## config.mk

```make
export PLATFORM = sky130hd
export DESIGN_NAME = fetch_unit
export DESIGN_NICKNAME = d
export VERILOG_FILES = /design/src/rtl/riscv_pkg.sv /design/src/rtl/fetch_pc_reg.sv /design/src/rtl/fetch_unit.sv
export SDC_FILE = /design/constraint.sdc
export NUM_CORES = 1
export LEC_CHECK = 0
export ABC_AREA = 1
export BUFFER_PORTS_ARGS = -buffer_cell sky130_fd_sc_hd__buf_2
export CAP_MARGIN = 20
export CELL_PAD_IN_SITES_DETAIL_PLACEMENT = 0
export CELL_PAD_IN_SITES_GLOBAL_PLACEMENT = 1
export CORE_ASPECT_RATIO = 1.75
export CORE_MARGIN = 8
export CORE_UTILIZATION = 25
export DETAILED_ROUTE_END_ITERATION = 8
export PLACE_DENSITY_LB_ADDON = 0.08
export SYNTH_ARGS = -nofsm -noshare
export SYNTH_HDL_FRONTEND = slang
export SYNTH_HIERARCHICAL = 1
export SYNTH_SLANG_ARGS = --single-unit
```

## constraint.sdc

```tcl
create_clock -name clk -period 1.7 [get_ports clk]
set_input_delay 0.085 -clock clk [delete_from_list [all_inputs] [get_ports clk]]
set_output_delay 0.085 -clock clk [all_outputs]
set_load 0.1 [all_outputs]
```

## src/rtl/riscv_pkg.sv

```systemverilog
// riscv_pkg -- shared types and constants for the instruction fetch slice.
//   fetch_state_e    : fetch FSM state encoding
//   NOP_INST         : instruction presented while nothing has been fetched
//   DEFAULT_RESET_PC : default first fetch address after reset
//   word_align()     : clears the two byte-offset bits of an address
package riscv_pkg;

    typedef enum logic [2:0] {
        IDLE,
        REQ,
        WAIT,
        HOLD,
        HALT
    } fetch_state_e;

    localparam logic [31:0] NOP_INST         = 32'h0000_0013;
    localparam logic [31:0] DEFAULT_RESET_PC = 32'h0000_0000;

    function automatic logic [31:0] word_align(input logic [31:0] addr);
        return addr & 32'hFFFF_FFFC;
    endfunction

endpackage

```

## src/rtl/fetch_pc_reg.sv

```systemverilog
// fetch_pc_reg -- holds the fetch program counter and selects the next one.
//   clk, rst_n   : clock, asynchronous active-low reset (loads RESET_PC)
//   load_en      : update fetch_pc this cycle (instruction consumed)
//   redirect_en  : take redirect_pc instead of the sequential address
//   redirect_pc  : redirect target (already aligned by the caller if needed)
//   cur_pc       : address of the instruction being consumed
//   fetch_pc     : current fetch address
module fetch_pc_reg
    import riscv_pkg::*;
#(
    parameter logic [31:0] RESET_PC = DEFAULT_RESET_PC
) (
    input  logic        clk,
    input  logic        rst_n,
    input  logic        load_en,
    input  logic        redirect_en,
    input  logic [31:0] redirect_pc,
    input  logic [31:0] cur_pc,
    output logic [31:0] fetch_pc
);

    logic [31:0] fetch_pc_d;
    logic [31:0] fetch_pc_q;

    // Sequential increment wraps naturally at 2^32.
    always_comb begin
        fetch_pc_d = fetch_pc_q;
        if (load_en) begin
            fetch_pc_d = redirect_en ? redirect_pc : cur_pc + 32'd4;
        end
    end

    always_ff @(posedge clk or negedge rst_n) begin
        if (!rst_n) begin
            fetch_pc_q <= RESET_PC;
        end else begin
            fetch_pc_q <= fetch_pc_d;
        end
    end

    assign fetch_pc = fetch_pc_q;

endmodule

```

## src/rtl/fetch_unit.sv

```systemverilog
// fetch_unit -- single-outstanding instruction fetch with a one-entry hold
// register feeding decode.
//   clk, rst_n      : clock, asynchronous active-low reset
//   imem_req/addr   : instruction memory request and word-aligned address
//   imem_gnt        : request accepted this cycle
//   imem_rvalid/rdata : read response (one or more cycles after grant)
//   inst, pcvalue, inst_valid : held instruction, its address, valid flag
//   stall           : keep the held instruction
//   redirect_en/pc  : next fetch from redirect_pc when the instruction is consumed
//   fetch_misalign  : sticky misaligned-redirect flag
// Optional feature macro: FETCH_MISALIGN_TRAP_EN. When defined, a consumed
// redirect to a non-word-aligned target raises fetch_misalign and halts
// fetching until reset. When undefined, the target's low two bits are
// dropped and fetch_misalign is constant 0.
module fetch_unit
    import riscv_pkg::*;
#(
    parameter logic [31:0] RESET_PC = DEFAULT_RESET_PC
) (
    input  logic        clk,
    input  logic        rst_n,
    output logic        imem_req,
    output logic [31:0] imem_addr,
    input  logic        imem_gnt,
    input  logic        imem_rvalid,
    input  logic [31:0] imem_rdata,
    output logic [31:0] inst,
    output logic [31:0] pcvalue,
    output logic        inst_valid,
    input  logic        stall,
    input  logic        redirect_en,
    input  logic [31:0] redirect_pc,
    output logic        fetch_misalign
);

    fetch_state_e state_d, state_q;
    logic         imem_req_d, imem_req_q;
    logic [31:0]  inst_d, inst_q;
    logic [31:0]  pcvalue_d, pcvalue_q;
    logic         inst_valid_d, inst_valid_q;

    logic [31:0]  fetch_pc;
    logic [31:0]  redirect_tgt;
    logic         consume;
    logic         redir_take;
    logic         trap;

    // Redirects only count when a valid instruction is actually consumed.
    assign consume    = (state_q == HOLD) && inst_valid_q && !stall;
    assign redir_take = consume && redirect_en;

`ifdef FETCH_MISALIGN_TRAP_EN
    logic misalign_d, misalign_q;

    assign redirect_tgt   = redirect_pc;
    assign trap           = redir_take && (redirect_pc[1:0] != 2'b00);
    assign fetch_misalign = misalign_q;
`else
    assign redirect_tgt   = word_align(redirect_pc);
    assign trap           = 1'b0;
    assign fetch_misalign = 1'b0;
`endif

    fetch_pc_reg #(
        .RESET_PC (RESET_PC)
    ) u_fetch_pc_reg (
        .clk         (clk),
        .rst_n       (rst_n),
        .load_en     (consume && !trap),
        .redirect_en (redirect_en),
        .redirect_pc (redirect_tgt),
        .cur_pc      (pcvalue_q),
        .fetch_pc    (fetch_pc)
    );

    always_comb begin
        state_d      = state_q;
        imem_req_d   = imem_req_q;
        inst_d       = inst_q;
        pcvalue_d    = pcvalue_q;
        inst_valid_d = inst_valid_q;
`ifdef FETCH_MISALIGN_TRAP_EN
        misalign_d   = misalign_q;
`endif
        case (state_q)
            IDLE: begin
                state_d    = REQ;
                imem_req_d = 1'b1;
            end
            REQ: begin
                if (imem_gnt) begin
                    state_d    = WAIT;
                    imem_req_d = 1'b0;
                end
            end
            WAIT: begin
                if (imem_rvalid) begin
                    inst_d       = imem_rdata;
                    pcvalue_d    = fetch_pc;
                    inst_valid_d = 1'b1;
                    state_d      = HOLD;
                end
            end
            HOLD: begin
                if (consume) begin
                    inst_valid_d = 1'b0;
                    if (trap) begin
                        state_d    = HALT;
                        imem_req_d = 1'b0;
`ifdef FETCH_MISALIGN_TRAP_EN
                        misalign_d = 1'b1;
`endif
                    end else begin
                        state_d    = REQ;
                        imem_req_d = 1'b1;
                    end
                end
            end
            HALT: begin
                imem_req_d   = 1'b0;
                inst_valid_d = 1'b0;
            end
            default: begin
                state_d    = IDLE;
                imem_req_d = 1'b0;
            end
        endcase
    end

    always_ff @(posedge clk or negedge rst_n) begin
        if (!rst_n) begin
            state_q      <= IDLE;
            imem_req_q   <= 1'b0;
            inst_q       <= NOP_INST;
            pcvalue_q    <= RESET_PC;
            inst_valid_q <= 1'b0;
`ifdef FETCH_MISALIGN_TRAP_EN
            misalign_q   <= 1'b0;
`endif
        end else begin
            state_q      <= state_d;
            imem_req_q   <= imem_req_d;
            inst_q       <= inst_d;
            pcvalue_q    <= pcvalue_d;
            inst_valid_q <= inst_valid_d;
`ifdef FETCH_MISALIGN_TRAP_EN
            misalign_q   <= misalign_d;
`endif
        end
    end

    assign imem_req   = imem_req_q;
    assign imem_addr  = fetch_pc;
    assign inst       = inst_q;
    assign pcvalue    = pcvalue_q;
    assign inst_valid = inst_valid_q;

endmodule

```

==> impl_metrics.tcl <==
set metrics [dict create \
    status "complete, no violations" \
    maxSlewHeadroom_pct 62.03 \
    die_x_um 126.2 \
    dieArea_mm2 0.02634 \
    drtPass1Iterations 4 \
    synth_area_leaders "dfrtp_1 (46%), mux2_4 (14%), nand2_1 (11%)" \
    rr_endpoint "pcvalue[18]$_DFFE_PN0P_" \
    fin_skew_ns 0.01049 \
    cts_root_buf "clkbuf_16" \
    place.gp.congestion 0.7617 \
    period_minus_slack_ns 1.569 \
    crit_type "register to register" \
    synthAdderAreaFrac_pct 0.9427 \
    grt-ovfl-total 0 \
    final_util_pct 34.84 \
    worstHoldPathCells 3 \
    tightest_slew_ns 0.5636 \
    grt_setup_unrepaired "false" \
    clock_path_buffers 2 \
    drc_errors 0 \
    final-setup-viol-count 0 \
    worstPathArrival_ns 1.81 \
    portBuffers 165 \
    syn_area_mm2 0.005309 \
    synth-simple-area-share_pct 24.91 \
    drive_above_1_share_pct 40.53 \
    ys_types 34 \
    multiInputGateArea_mm2 0.002550 \
    crit_path_end_kind "register" \
    yosysWarnings 6 \
    clk_latency_ns 0.36 \
    cpMaxStageDelayCell "dfrtp_1" \
    antenna_found_initial 2 \
    finalCritPeriodShare_pct 92.29 \
    area_growth_pct 36.81 \
    holdPathEnd "u_fetch_pc_reg/fetch_pc[15]$_DFFE_PN0P_" \
    finalMaxSlewViolations 0 \
    vias 4585 \
    clkSlewWorstSetupHoldPaths_ns 0.07 \
    synth_compound_area_share_pct 3.794 \
    cts_buffers 9 \
    cts_tree "built" \
    synthMuxAreaShare_pct 17.04 \
    holdCritStartpoint "redirect_pc[15]" \
    drt-total-wl_mm 18.43 \
    grt_pass1_wl_mm 28.75 \
    avgRoutedWirePerCell_um 17.70 \
    crit-reg2reg-launch "state_q[0]$_DFFE_PN0P_" \
    synth_cells 571 \
    grtUsageTotal_pct 14.29 \
    crit_chain "inv_1, ha_1, nand2_4, buf_4, mux2_4" \
    nFillCells 2166 \
    syn_area_per_cell_um2 9.297 \
    hp-class "input pin to register" \
    cts.sinks 100 \
    io_pins 169 \
    mostFrequentLayoutCell "buf_2" \
    cp.required_ns 1.94 \
    fmaxAchievable_ghz 0.6374 \
    final_nets 856 \
    rows 70 \
    finalSetupTns_ns 0 \
    final_cell_mix "buf_2 (164), nand2_1 (153), nor2_1 (79)" \
    synth_top_family_by_area "simple AND/OR/NAND/NOR gates" \
    startpoint_type "register" \
    hold_viol 0 \
    ff2ff_path_depth 5 \
    grt_pass1_vias 5109 \
    hpwl_mm 13.72 \
    antenna_left 0 \
    core_area_mm2 0.02085 \
    r2r_setup_slack_ns 0.13 \
    die_h_um 208.8 \
    yosysTopAreaCellShare_pct 45.72 \
    synthXorXnorAreaFrac_pct 0.6599 \
    yosysSeqAreaShare_pct 47.21 \
    slowest_delay_ns 0.40 \
    seqCellArea_mm2 0.002547 \
    path_max_fanout 9 \
    start_util_pct 25.47 \
    path_buf_inv 2 \
    path_delay_family "flip-flops" \
    drt-initial-drc-count 123 \
    synth_top_cell_by_area "dfrtp_1" \
    ys_ff_latch 100 \
    htreeDepth 3 \
    grt_max_degree 49 \
    maxCapViolations 0 \
    viasPerCell 4.404 \
]
==> Yosys cell counts (all sizes together) <==
library cell  count
a21oi            15
nand3b            3
o211ai            2
xnor2             2
clkinv            2
xor2              2
inv              35
and2              1
dfrtp            97
mux2             64
buf              12
nand2           164
clkbuf            8
o21a              1
nand3            39
ha                4
nand4             3
conb              1
nor2             91
o21ai            20
dfstp             3
or2               2
==> cell families (layout without fill, tap and decap cells) <==
family | after synthesis | in the layout
AND/OR/NAND/NOR | 303 | 303
flip-flops | 100 | 100
multiplexers | 64 | 64
buffers and inverters | 57 | 271
AO/OA/AOI/OAI | 38 | 38
adder cells (fa/ha/maj) | 4 | 4
XOR/XNOR | 4 | 4
other | 1 | 5
==> layout make-up <==
| class | instances | area share, % |
|---|---|---|
| multi-input cells | 416 | 35.11 |
| flip-flops and latches | 100 | 35.07 |
| repair buffers | 218 | 19.33 |
| well taps | 252 | 4.341 |
| clock buffers | 11 | 3.342 |
| inverters | 37 | 1.912 |
| clock inverters | 5 | 0.8269 |
| diodes | 2 | 0.06891 |
==> worst max path at each step <==
stage	from	endpoint	cells past startpoint
after floorplan	pcvalue[30]$_DFFE_PN0P_	u_fetch_pc_reg/fetch_pc[31]$_DFFE_PN0P_	9
after global placement	pcvalue[10]$_DFFE_PN0P_	u_fetch_pc_reg/fetch_pc[22]$_DFFE_PN0P_	10
after detailed placement	pcvalue[2]$_DFFE_PN0P_	u_fetch_pc_reg/fetch_pc[24]$_DFFE_PN0P_	10
after CTS	pcvalue[2]$_DFFE_PN0P_	u_fetch_pc_reg/fetch_pc[24]$_DFFE_PN0P_	10
after global routing	pcvalue[2]$_DFFE_PN0P_	u_fetch_pc_reg/fetch_pc[24]$_DFFE_PN0P_	10
final	state_q[0]$_DFFE_PN0P_	pcvalue[18]$_DFFE_PN0P_	5
==> routing by layer <==
layer / part of all wire (%) / global-route usage, % / vias to the layer above / wire length (um)
met3: 5.0 / 3.748 / 14 / 921
li1: - / - / 2255 / -
met2: 55 / 27.22 / 108 / 10140
met5: 0 / 0 / - / 0
met1: 38 / 14.25 / 2208 / 7038
met4: 1.8 / 5.715 / 0 / 325
==> repair_timing <==
action	in CTS	in global routing
endpoints found under the setup margin	0	2
buffers inserted	0	1
gates resized for setup	0	1
endpoints found under the hold margin	60	0
hold buffers	36	0
==> tightest hold or removal path: cells and delay by family <==
family          cells  cell delay, ns
compound gates      2            0.19
buf+inv             1            0.08
==> per-stage QoR <==
stage               hold WS [ns]  area [um^2]  std cells  worst slack [ns]
detailed placement       0.08848         6583        986            0.1207
finish                   0.02778         7263       1041            0.1312
global route             0.02172         7261       1040           0.01642
global placement         0.08080         6583        986            0.1493
CTS                     0.001261         7246       1038            0.1083
floorplan                -0.2106         5370        573          0.003698
Power is not shown: default switching activity piles up to over one toggle a cycle in this logic, so the estimate is an artifact.
